--- src/rtl/uc_pkg.sv ---
// Shared types and constants for the uc_seq microcontroller sequencer.
package uc_pkg;

    // Sequencer states
    typedef enum logic [2:0] {
        S_INIT   = 3'd0,
        S_RUN    = 3'd1,
        S_WAIT   = 3'd2,
        S_HALT   = 3'd3,
        S_RESUME = 3'd4
    } state_t;

    // Control-flow opcodes (the 00xxxx group)
    localparam logic [5:0] OPC_J    = 6'b000000;
    localparam logic [5:0] OPC_JZ   = 6'b000001;
    localparam logic [5:0] OPC_JNZ  = 6'b000010;
    localparam logic [5:0] OPC_HALT = 6'b000011;

    // ALU operation codes
    localparam logic [2:0] ALU_ADD = 3'b010;
    localparam logic [2:0] ALU_SUB = 3'b011;

    // Raw decoder output, before commit gating
    typedef struct packed {
        logic       s_inc;
        logic       s_inm;
        logic       we3;
        logic       wez;
        logic [2:0] op;
        logic       is_halt;
    } dec_t;

endpackage

--- src/rtl/uc_decode.sv ---
// Purely combinational opcode decoder. i_halt_nop makes the halt opcode
// decode as a plain nop (used for the single re-entry cycle after HALT).
module uc_decode
    import uc_pkg::*;
(
    input  logic [5:0] i_opcode,
    input  logic       i_z,
    input  logic       i_halt_nop,
    output dec_t       o_dec
);

    // Decode table; everything not explicitly set stays 0
    always_comb begin
        o_dec = '0;
        if (i_opcode[5]) begin
            o_dec.op    = i_opcode[4:2];
            o_dec.we3   = 1'b1;
            o_dec.wez   = 1'b1;
            o_dec.s_inc = 1'b1;
        end else if (i_opcode[4]) begin
            o_dec.s_inm = 1'b1;
            o_dec.we3   = 1'b1;
            o_dec.s_inc = 1'b1;
        end else begin
            case (i_opcode)
                OPC_J:    o_dec.s_inc = 1'b0;
                OPC_JZ:   o_dec.s_inc = ~i_z;
                OPC_JNZ:  o_dec.s_inc = i_z;
                OPC_HALT: begin
                    o_dec.is_halt = ~i_halt_nop;
                    o_dec.s_inc   = i_halt_nop;
                end
                default:  o_dec.s_inc = 1'b1;
            endcase
        end
    end

endmodule

--- src/rtl/uc_seq.sv ---
// Run/step/halt sequencer wrapped around the microc decoder.
// Optional committed-instruction counter enabled by defining UC_ICOUNT_EN;
// otherwise icount is tied to 0 and no counter flops are built.
module uc_seq
    import uc_pkg::*;
#(
    parameter int ICNT_W = 16
)
(
    input  logic              clk,
    input  logic              reset,
    input  logic [5:0]        Opcode,
    input  logic              z,
    input  logic              run_mode,
    input  logic              step,
    input  logic              resume,
    output logic              s_inc,
    output logic              s_inm,
    output logic              we3,
    output logic              wez,
    output logic [2:0]        Op,
    output logic              pc_we,
    output logic              halted,
    output logic              busy,
    output logic [ICNT_W-1:0] icount
);

    state_t r_state;
    state_t w_next;
    logic   r_step_q;
    logic   w_step_edge;
    logic   w_commit;
    logic   w_halt_nop;
    dec_t   w_dec;

    assign w_step_edge = step & ~r_step_q;

    uc_decode u_decode (
        .i_opcode   (Opcode),
        .i_z        (z),
        .i_halt_nop (w_halt_nop),
        .o_dec      (w_dec)
    );

    // State register and step edge detector
    always_ff @(posedge clk or negedge reset) begin
        if (!reset) begin
            r_state  <= S_INIT;
            r_step_q <= 1'b0;
        end else begin
            r_state  <= w_next;
            r_step_q <= step;
        end
    end

    // Next-state logic; halt outranks a run_mode drop, run_mode outranks a step
    always_comb begin
        w_next = r_state;
        case (r_state)
            S_INIT:   w_next = run_mode ? S_RUN : S_WAIT;
            S_RUN: begin
                if (w_dec.is_halt)  w_next = S_HALT;
                else if (!run_mode) w_next = S_WAIT;
            end
            S_WAIT: begin
                if (run_mode)                         w_next = S_RUN;
                else if (w_step_edge && w_dec.is_halt) w_next = S_HALT;
            end
            S_HALT:   if (resume) w_next = S_RESUME;
            S_RESUME: w_next = run_mode ? S_RUN : S_WAIT;
            default:  w_next = S_INIT;
        endcase
    end

    // Commit decision per state; RESUME re-executes halt as a nop
    always_comb begin
        w_commit   = 1'b0;
        w_halt_nop = (r_state == S_RESUME);
        case (r_state)
            S_RUN:    w_commit = ~w_dec.is_halt;
            S_WAIT:   w_commit = ~run_mode & w_step_edge & ~w_dec.is_halt;
            S_RESUME: w_commit = 1'b1;
            default:  w_commit = 1'b0;
        endcase
    end

    // Outputs are gated by reset level so a mid-cycle reset kills them at once
    always_comb begin
        pc_we  = w_commit & reset;
        s_inc  = w_dec.s_inc & reset;
        s_inm  = w_dec.s_inm & reset;
        we3    = w_dec.we3 & w_commit & reset;
        wez    = w_dec.wez & w_commit & reset;
        Op     = w_dec.op & {3{reset}};
        halted = (r_state == S_HALT) & reset;
        busy   = (r_state == S_RUN) & reset;
    end

`ifdef UC_ICOUNT_EN
    localparam logic [ICNT_W-1:0] ICNT_ONE = ICNT_W'(1);
    logic [ICNT_W-1:0] r_icount;

    // Saturating commit counter
    always_ff @(posedge clk or negedge reset) begin
        if (!reset)
            r_icount <= '0;
        else if (w_commit && !(&r_icount))
            r_icount <= r_icount + ICNT_ONE;
    end

    assign icount = r_icount;
`else
    assign icount = '0;
`endif

endmodule

--- config.mk ---
export PLATFORM = sky130hd
export DESIGN_NAME = uc_seq
export DESIGN_NICKNAME = d
export VERILOG_FILES = /design/src/rtl/uc_pkg.sv /design/src/rtl/uc_decode.sv /design/src/rtl/uc_seq.sv
export SDC_FILE = /design/constraint.sdc
export NUM_CORES = 1
export LEC_CHECK = 0
export CORE_UTILIZATION = 32
export DETAILED_ROUTE_END_ITERATION = 8
export PLACE_DENSITY_LB_ADDON = 0.3
export SLEW_MARGIN = 10
export SYNTH_ARGS = -nofsm -noshare
export SYNTH_HDL_FRONTEND = slang
export SYNTH_SLANG_ARGS = --single-unit
--- constraint.sdc ---
create_clock -name clk -period 1.49 [get_ports clk]
set_input_delay 0.298 -clock clk [delete_from_list [all_inputs] [get_ports clk]]
set_output_delay 0.298 -clock clk [all_outputs]
set_load 0.05 [all_outputs]
Word-level counts from Yosys, hierarchy flattened
Cells that the tools add are included.

word-level totals
  register bits = 4
  input bits = 12
  output and inout bits = 26
  word-level logic and storage cells = 53

cells by class
  equal/unequal tests = 10
  multiplexer cells = 18
  bitwise operators = 18
  reductions and logical operators = 5

operator list
  kind                  count
  $mux W3               5
  $and A1 B1 Y1         12
  $eq A6 B2 Y1 const B  2
  $pmux W3 S4           1
  $mux W1               7
  $eq A3 B2 Y1 const B  2
  $eq A6 B1 Y1 const B  1
  $logic_not A6 Y1      1
  $ne A3 B3 Y1 const B  2
  $not A1 Y1            5
  $mux W2               2
  $mux W4               1
  $pmux W1 S4           1
  $and A3 B3 Y3         1
  $eq A3 B1 Y1 const B  1
  $eq A3 B3 Y1 const B  1
  $logic_not A3 Y1      1
  $pmux W1 S3           1
  $reduce_and A3 Y1     1
  $ne A2 B2 Y1 const B  1
  $reduce_or A2 Y1      1
  $logic_and A1 B1 Y1   1

Logic depth before layout (Yosys ltp)
Gate-level depths: netlist of run 1.

  depth in word-level cells = 10
  mapped depth = 4
  depth with buffers taken out = 3

Cells and area by module
Synthesis of run 1 repeated with hierarchy kept, for this count alone.

unflattened totals
  cells, all modules = 70
  area, all modules = 555.5 um^2

by module, submodules not included
  module     instances  cells an instance  area each (um^2)  seq. area each (um^2)
  uc_seq     1          59                 467.9             100.1
  uc_decode  1          11                 87.6              0.0

Worst setup path before layout of run 1
No wires, ideal clock.

  path kind = reg2out
  start point = register r_state[1]
  end point = output s_inc
  arrival = 2028 ps
  slack = -836 ps
  cell stages (with the launch flop) = 5
  buffers on the path = 1
  cell sequence = dfrtp_1 -> buf_2 -> nor3b_1 -> o221ai_1 -> a21boi_0

between the ends
  cells in the longest elaborated chain, start to end = 5

ends and longest elaborated chain
  element                 RTL line         text
  start, declared         uc_seq.sv:28     state_t r_state;
  start signal, assigned  uc_seq.sv:51     r_state <= w_next;
  $eq A3 B3 Y1            uc_seq.sv:78     w_halt_nop = (r_state == S_RESUME);
  $pmux W1 S4             uc_decode.sv:25  case (i_opcode)
  $mux W1                 uc_decode.sv:20  end else if (i_opcode[4]) begin
  $mux W1                 uc_decode.sv:15  if (i_opcode[5]) begin
  $and A1 B1 Y1           uc_seq.sv:90     s_inc = w_dec.s_inc & reset;
  end, declared           uc_seq.sv:17     output logic s_inc,

Every way passes these cells.

Worst setup path in the final report of run 1
  start point = register r_state[2]
  end point = output pc_we

between the ends
  cells in the longest elaborated chain, start to end = 9

ends and longest elaborated chain
  element          RTL line                    text
  $eq A3 B3 Y1     uc_seq.sv:78, uc_seq.sv:79
  $not A1 Y1       uc_decode.sv:30             o_dec.is_halt = ~i_halt_nop;
  $mux W1          uc_decode.sv:25
  $mux W1          uc_decode.sv:20
  $mux W1          uc_decode.sv:15
  $not A1 Y1       uc_seq.sv:80, uc_seq.sv:81
  $and A1 B1 Y1    uc_seq.sv:81                S_WAIT: w_commit = ~run_mode & w_step_edge & ~w_dec.is_halt;
  $pmux W1 S3 *    uc_seq.sv:79                case (r_state)
  $and A1 B1 Y1 *  uc_seq.sv:89                pc_we = w_commit & reset;
  end, declared    uc_seq.sv:22                output logic pc_we,

Mark *: on every way between the ends. The rest lies on a longest branch, timed or not.

==> impl_metrics.ini, run 1 <==
[routing]
wl_met2_um = 799
route.detailed.wl_per_inst_um = 12.9
drc = 0
wl_um = 1460
via_per_inst = 4.85
dr.first_iter.drc_count = 5
maxUsedRoutingLayer = met4
dr_wl_met3_um = 49
vias = 548
firstDrtPassIters = 4
wl_met1_um = 572
ant_nets = 0

[logic_synthesis]
synth-seq-area-share_pct = 20.7
yosysMostFrequentCell = buf_4
synth_common_cells = buf_4 (16), dfrtp_1 (4), nor2_1 (4), o21ai_0 (4)
yosysWarnings = 0
synth_flop_cell = dfrtp_1
syn_area_um2 = 483
async_flop_share_pct = 100
synth-edff-count = 0
synth_top_area_cell = buf_4
synth_cells = 61
netlist.area_leader.share_pct = 24.9
ys_types = 26
ys_seq_elements = 4
synth.avg_cell_area_um2 = 7.92
synth_area_leaders = buf_4 (25%), dfrtp_1 (21%), and3_2 (4.7%)

[sta]
hold_viol_final = 0
finClkSkew_ns = 0.00628
fmax_mhz = 554
post-route-period-util_pct = 121
fin_ws_ns = -0.315
post-route-min-period_ns = 1.80
slew_viol_final = 0
rsz0062_at_grt = true
setup_viol = 6

[cells_and_area]
area_delta_synth_final_pct = 95.6
fin_util_pct = 70.0
multi_input_area_um2 = 394
final_area_um2 = 945
antenna_cells = 0
final_nets = 112
final-seq-area_um2 = 100
fill_cells = 103
drive_gt1_share_pct = 53.1
instances_no_fill = 113

[clocking]
clockRootBuffer = clkbuf_4
insertion_delay_ns = 0.25
hold_buffers = 0
cts.sinks = 4
cts_tree = yes
cts_max_path_buffers = 2
htreeDepth = 1
cts-buffers-inserted = 3
path_clk_slew_ns = 0.04

[global_route]
antenna_found_initial = 0
grt_remaining_overflow = 0
grt_pass1_vias = 518
grt_usage_pct = 21.5
grt_max_degree = 10
grt_pass1_wl_um = 2260

[die]
core_area_um2 = 1350
die_h_um = 40.9
row_count = 13
dieArea_um2 = 1670
start_util_pct = 35.8
die_w_um = 40.9
top_level_ports = 38

[placement]
place_hpwl_um = 1060
pre_cts_slack_ns = -0.645
placed_cells = 107
placedInstanceArea_um2 = 816
place_congestion = 0.840
portBuffers = 21

[power]
p_total_mw = 1.21
vdd.ir_drop.worst_mv = 0.869
p_per_area_nw_per_um2 = 1280
p_leak_nw = 0.457

[setup_path]
worstPathCellList = buf_6, or3b_4, and3b_2, buf_8
required_ns = 1.19
crit_path_end_kind = output port
crit_fanout = 3
crit_arrival_ns = 1.51
crit_family = simple AND/OR/NAND/NOR gates
critPathMaxStageDelay_ns = 0.39
cp_slowest_cell = dfrtp_1
critical_path_class = flip-flop to output port
critPathBufInv = 2
crit_path_start_kind = flip-flop

[outcome]
violations = setup timing
status = finished, violations left

[run]
cap_violations = 0

[worst_hold_path]
worstHoldPathType = primary input to asynchronous set/reset pin
==> state kept, by name, indices dropped and copies added (netlist names) <==
| name | flops |
|---|---|
| r_state | 3 |
| r_step_q | 1 |
==> cell type report <==
type / count / share of cell area (%)
multi-input combinational: 53 / 41.7
sequential: 4 / 10.6
timing repair buffer: 37 / 42.9
tap: 15 / 1.99
inverter: 1 / 0.397
clock buffer: 3 / 2.38
==> where the power goes <==
part	internal, mW	switching, mW	total, mW
Sequential	0.142	0.0317	0.173
Combinational	0.390	0.501	0.892
Clock	0.0907	0.0540	0.145
Total	0.623	0.587	1.21
==> metrics by stage <==
step                      TNS [ns]  hold slack (ns)
after floorplan             -0.458          0.00241
after global placement       -2.70            0.613
after detailed placement     -3.04            0.617
after CTS                    -1.52            0.107
after global routing         -2.01            0.131
final                        -1.63            0.107
==> cells by family after synthesis <==
family                 synth area share, %
and+or+nand+nor                       36.8
buffers and inverters                 27.7
AOI/OAI and AO/OA                     14.0
DFF                                   20.7
other                                0.776
==> worst paths after layout <==
check / start / end / slack [ns] / cells past startpoint
worst min register to register: r_state[1]$_DFFE_PN0P_ / r_state[0]$_DFFE_PN0P_ / 0.75 / 3
worst min-delay path: reset / r_step_q$_DFF_PN0_ / 0.11 / 2
worst max register to register: r_state[2]$_DFFE_PN0P_ / r_state[0]$_DFFE_PN0P_ / 0.12 / 5
max in group asynchronous: reset / r_state[1]$_DFFE_PN0P_ / 1.26 / 2
worst max-delay path: r_state[2]$_DFFE_PN0P_ / pc_we / -0.31 / 4
min in group clk: step / r_step_q$_DFF_PN0_ / 0.31 / 1
==> layer usage <==
layer,up-vias,GRT usage (%)
li1,257,-
met4,0,12.5
met5,-,0
met2,23,40.2
met1,264,21.6
met3,4,3.80
==> repair_timing <==
action / CTS / global route
gates resized for setup: 29 / 12
setup endpoints to repair: 11 / 6
pin swaps: 7 / 7
setup buffers: 2 / 1
==> placed cells by master, fill, tap and decap left out, types with 2 or more instances in the layout <==
cell type        count
clkbuf_4             3
nand2_1              3
dfrtp_1              4
dlygate4sd2_1        4
buf_6                4
nand2b_1             2
and3b_2              2
and3_4               2
nand3_1              3
buf_12               7
buf_2                2
buf_4               13
o21ai_0              4
conb_1              16
nor2_4               2
clkdlybuf4s50_1      2
and3_2               3
buf_8                2
Note: power is estimated with default switching activity, not from simulation.
==> inputs of run 2 (changes only) <==
MAX_ROUTING_LAYER = met4   (was unset)
==> run 2 against run 1 <==
Net effect:
- total power about the same
- combinational power is essentially flat
- hold slack worse by 0.0010 ns
- cell count stayed put
- fmax is essentially flat
- non-clock buffer count stayed put
- setup slack hardly changed
- clock power about the same
- highest routed layer unchanged
- wire length rose by 0.48%
- global-route usage up 0.60 points
- the run still ends with setup timing left
- via count shrank 1.6%
==> impl_metrics.ini, run 2 (synthesized netlist as in run 1, its figures left out) <==
[outcome]
status = finished, violations left
violations = setup timing

[setup_path]
crit_arrival_ns = 1.51
required_ns = 1.19
crit_path_end_kind = output port
worstPathCellList = buf_6, or3b_4, and3b_2, buf_8
cp_slowest_cell = dfrtp_1
critical_path_class = flip-flop to output port
crit_path_start_kind = flip-flop
critPathBufInv = 2
crit_family = simple AND/OR/NAND/NOR gates
crit_fanout = 3
critPathMaxStageDelay_ns = 0.39

[die]
top_level_ports = 38
die_w_um = 40.9
die_h_um = 40.9
dieArea_um2 = 1670
core_area_um2 = 1350
row_count = 13
start_util_pct = 35.8

[cells_and_area]
fin_util_pct = 70.0
reg_top3 = r_state (3), r_step_q (1)
final_common_cell = conb_1
antenna_cells = 0
largest_reg_flops = 3
final_nets = 112
area_delta_synth_final_pct = 95.6
layout_common_cells = conb_1 (16), buf_4 (13), buf_12 (7)
drive_gt1_share_pct = 53.1
regMostFlops = r_state
fill_cells = 103
instances_no_fill = 113

[power]
p_per_area_nw_per_um2 = 1280
p_leak_nw = 0.457
p_int_mw = 0.623
switching_share_pct = 48.5
p_seq_share_pct = 14.3
p_clk_share_pct = 12.0
vdd.ir_drop.worst_mv = 0.869
p_total_mw = 1.21
combPwrFrac_pct = 73.7
p_switching_mw = 0.587

[routing]
wl_um = 1470
dr.first_iter.drc_count = 5
via_per_inst = 4.77
ant_nets = 0
firstDrtPassIters = 4
route.detailed.wl_per_inst_um = 13.0
vias = 539
drc = 0

[sta]
hold_viol_final = 0
setup_viol = 6
holdWs_ns = 0.106
post-route-min-period_ns = 1.80
slew_viol_final = 0
fmax_mhz = 554
rsz0062_at_grt = true
post-route-period-util_pct = 121
fin_ws_ns = -0.315
finClkSkew_ns = 0.00647

[clocking]
hold_buffers = 0
cts_tree = yes
clockRootBuffer = clkbuf_4
cts.sinks = 4
cts-buffers-inserted = 3
insertion_delay_ns = 0.25
path_clk_slew_ns = 0.04
cts_max_path_buffers = 2
htreeDepth = 1

[global_route]
grt_pass1_vias = 519
grt_remaining_overflow = 0
antenna_found_initial = 0
grt_usage_pct = 22.1
grt_max_degree = 10
grt_pass1_wl_um = 2260

[placement]
pre_cts_slack_ns = -0.645
place_congestion = 0.853
portBuffers = 21
placed_cells = 107
place_hpwl_um = 1060

[run]
cap_violations = 0

[worst_hold_path]
worstHoldPathType = primary input to asynchronous set/reset pin
## run 2: cell counts in the layout (fill, tap and decap cells not counted)
No cell type changed its count.
## run 2: repair_timing
| item | CTS | global route |
|---|---|---|
| setup buffers | 2 | 1 |
| endpoints found under the setup margin | 11 | 6 |
| resized for setup | 29 | 12 |
| pin swaps | 7 | 7 |
## run 2: layer usage
layer	part of all wire, %	wire, um	global-route usage (%)	vias to the layer above
met5	0	0	-	-
met4	2.5	37	12.5	0
met3	4.7	69	3.80	4
met1	38	562	21.6	250
met2	54	797	40.2	28
li1	-	-	-	257
## run 2: cell type report
cell class / instances / area, um^2 / area share [%]
Clock buffer: 3 / 22.5 / 2.38
Inverter: 1 / 3.75 / 0.397
Multi-Input combinational cell: 53 / 394 / 41.7
Sequential cell: 4 / 100 / 10.6
Tap cell: 15 / 18.8 / 1.99
Timing Repair Buffer: 37 / 405 / 42.9
## run 2: power by group through the flow
stage                     sequential (mW)  combinational (mW)  clock, mW
after floorplan                     0.155               0.487          0
final                               0.173               0.891      0.145
after detailed placement            0.164               0.717          0
after global placement              0.163               0.705          0
after CTS                           0.171               0.792      0.147
after global routing                0.178               0.943      0.152
## run 2: worst paths after layout
path,start,end,slack [ns],depth (start not counted)
max reg2reg,r_state[2]$_DFFE_PN0P_,r_state[0]$_DFFE_PN0P_,0.12,5
min in group clk,step,r_step_q$_DFF_PN0_,0.31,1
min reg2reg,r_state[1]$_DFFE_PN0P_,r_state[0]$_DFFE_PN0P_,0.75,3
max,r_state[2]$_DFFE_PN0P_,pc_we,-0.31,4
max in group asynchronous,reset,r_state[1]$_DFFE_PN0P_,1.26,2
min,reset,r_step_q$_DFF_PN0_,0.11,2
## run 2: worst reg2reg max path, cell delays in order, from the launching register on
cell	delay, ns
dfrtp_1	0.39
buf_6	0.14
or3b_4	0.37
buf_4	0.14
buf_4	0.12
o211ai_2	0.14
## run 2: metrics by stage
stage	cell area [um^2]	TNS [ns]
global placement	816	-2.70
global route	945	-1.99
floorplan	557	-0.458
detailed placement	816	-3.04
finish	945	-1.64
CTS	893	-1.52
==> edit, RTL diff (settings of run 1) <==
The option `UC_ICOUNT_EN` is turned on by a define.
--- a/src/rtl/uc_seq.sv
+++ b/src/rtl/uc_seq.sv
@@ -1,6 +1,8 @@
 // Run/step/halt sequencer wrapped around the microc decoder.
 // Optional committed-instruction counter enabled by defining UC_ICOUNT_EN;
 // otherwise icount is tied to 0 and no counter flops are built.
+`define UC_ICOUNT_EN
+
 module uc_seq
     import uc_pkg::*;
 #(
Function: changed (Yosys sat finds a counterexample within 4 cycles, from zero or initial values and one cycle with reset low).
==> edit against run 1 <==
The flow still finishes with violations (negative setup slack); count of clock-buffer cells in the layout is 1 higher; wire length grew to 2.6 times the old value; critical path depth is 3 higher; final area grew to 2.7 times the old value; sequential power grew to 4.7 times the old value; register-to-register slack worse by 570 ps; sequential cell count is 16 higher; first-iteration DRC count grew to 6.8 times the old value; area after synthesis is 140% higher; worst hold slack better by 130 ps; setup slack worse by 220 ps; power grew to 3.2 times the old value.
==> edit: results (changes against run 1) <==
run status=finished with violations; failing checks=negative setup slack; Final #Nets=214 (+91%); register area share after synthesis=42.5% (+22 points); overall global routing resource usage=20.0% (-1.5 points); Final WS setup=-538 ps (-224 ps); Slowest-stage cell, CP=dfrtp_2; IO Port Bufs=37 (+76%); crit path DAT=1730 ps (+220 ps); Critical Path Max Stage Delay=450 ps (+60 ps); final setup fails=22 (+16); Commonest cells post-synth=20 x dfrtp_1, 9 x nand2_1, 9 x nand3_1, 9 x xnor2_1, 6 x and3_1; number of global-route vias before repair=1315 (+150%); layout cells sized above 1=65.0% (+12 points); max FFs per register=16 (+13); Worst VDD drop=1.43 mV (+64%); Unique masters post-synth=44 (+69%); final wirelength=3.77 mm (+160%); Static Leakage=1.13 nW (+150%); pin count of the biggest net entering global routing=21 (+11); Worst-path clk slew=70 ps (+30 ps); clock skew=2.11 ps (-4.16 ps); first-pass GRT wire length=6.06 mm (+170%); RePlAce Congestion=0.843 (+0.40%); DP Cell Count=226 (+110%); CP max FO=4 (+1); DP HPWL=2.44 mm (+130%)
[edit: cell count changes in the layout (fill, tap and decap cells not counted), moves of 6 or more]
| cell | delta |
|---|---|
| buf_4 | +27 |
| buf_12 | +19 |
| conb_1 | -16 |
| dfrtp_2 | +13 |
| xnor2_1 | +9 |
| buf_6 | +6 |
[edit: path summary, 6_finish.rpt]
path / end / cells past startpoint / slack [ps] / start
max in group asynchronous: icount[3]$_DFFE_PN0P_ / 2 / 1030 / reset
max reg2reg: icount[1]$_DFFE_PN0P_ / 9 / -450 / r_state[2]$_DFFE_PN0P_
min: icount[12]$_DFFE_PN0P_ / 2 / 240 / reset
min in group clk: r_step_q$_DFF_PN0_ / 1 / 500 / step
max: we3 / 7 / -540 / r_state[2]$_DFFE_PN0P_
min reg2reg: icount[9]$_DFFE_PN0P_ / 2 / 590 / icount[9]$_DFFE_PN0P_
[edit: routing by layer]
metal | up-vias | GRT usage [%] | part of all wire (%)
met5 | - | 0 | 0
met4 | 0 | 11.3 | 2.1
met3 | 6 | 2.92 | 4.8
met1 | 604 | 22.9 | 38
met2 | 47 | 35.2 | 55
li1 | 588 | - | -
[edit: critical path, delay by kind of cell, from the launching register on]
family / cells / cell delay, ps
flip-flops: 1 / 450
AND/OR/NAND/NOR: 3 / 420
AO/OA/AOI/OAI: 2 / 330
buffers and inverters: 2 / 260
[edit: what timing repair did]
action / CTS / global route
gates resized for setup: 38 / 15
setup endpoints to repair: 28 / 23
hold endpoints to repair: 0 / 0
gates cloned: 0 / 0
pin swaps: 22 / 9
buffers inserted: 18 / 4
[edit: report_power, final]
| part | leakage, nW | switching (mW) | internal [mW] |
|---|---|---|---|
| clock | 0.0288 | 0.171 | 0.235 |
| combinational | 0.853 | 1.25 | 1.36 |
| sequential | 0.244 | 0.134 | 0.685 |
[edit: area by class of cell]
| class | instances | area [sq um] |
|---|---|---|
| repair buffers | 87 | 1020 |
| fillers | 240 | 923 |
| clock buffers | 4 | 55.1 |
| inverters | 1 | 3.75 |
| flip-flops and latches | 20 | 517 |
| well taps | 46 | 57.6 |
| multi-input cells | 88 | 862 |
[edit: cells by family after synthesis]
group,after synthesis,synth area share [%]
XOR/XNOR,13,9.67
flip-flops,20,42.5
multiplexers,4,4.04
AO/OA/AOI/OAI,14,9.03
adder cells (fa/ha/maj),1,1.06
buffers and inverters,5,2.02
AND/OR/NAND/NOR,56,31.7
[edit: metrics by stage]
step                      TNS, ps  cell area, sq um  hold slack (ps)  setup WS [ps]
after floorplan             -3400              1300             2.41           -306
after global placement     -15800              2200              555           -813
after detailed placement   -16710              2200              569           -854
after CTS                   -5960              2430              234           -487
after global routing        -8460              2520              257           -602
final                       -6980              2520              237           -538
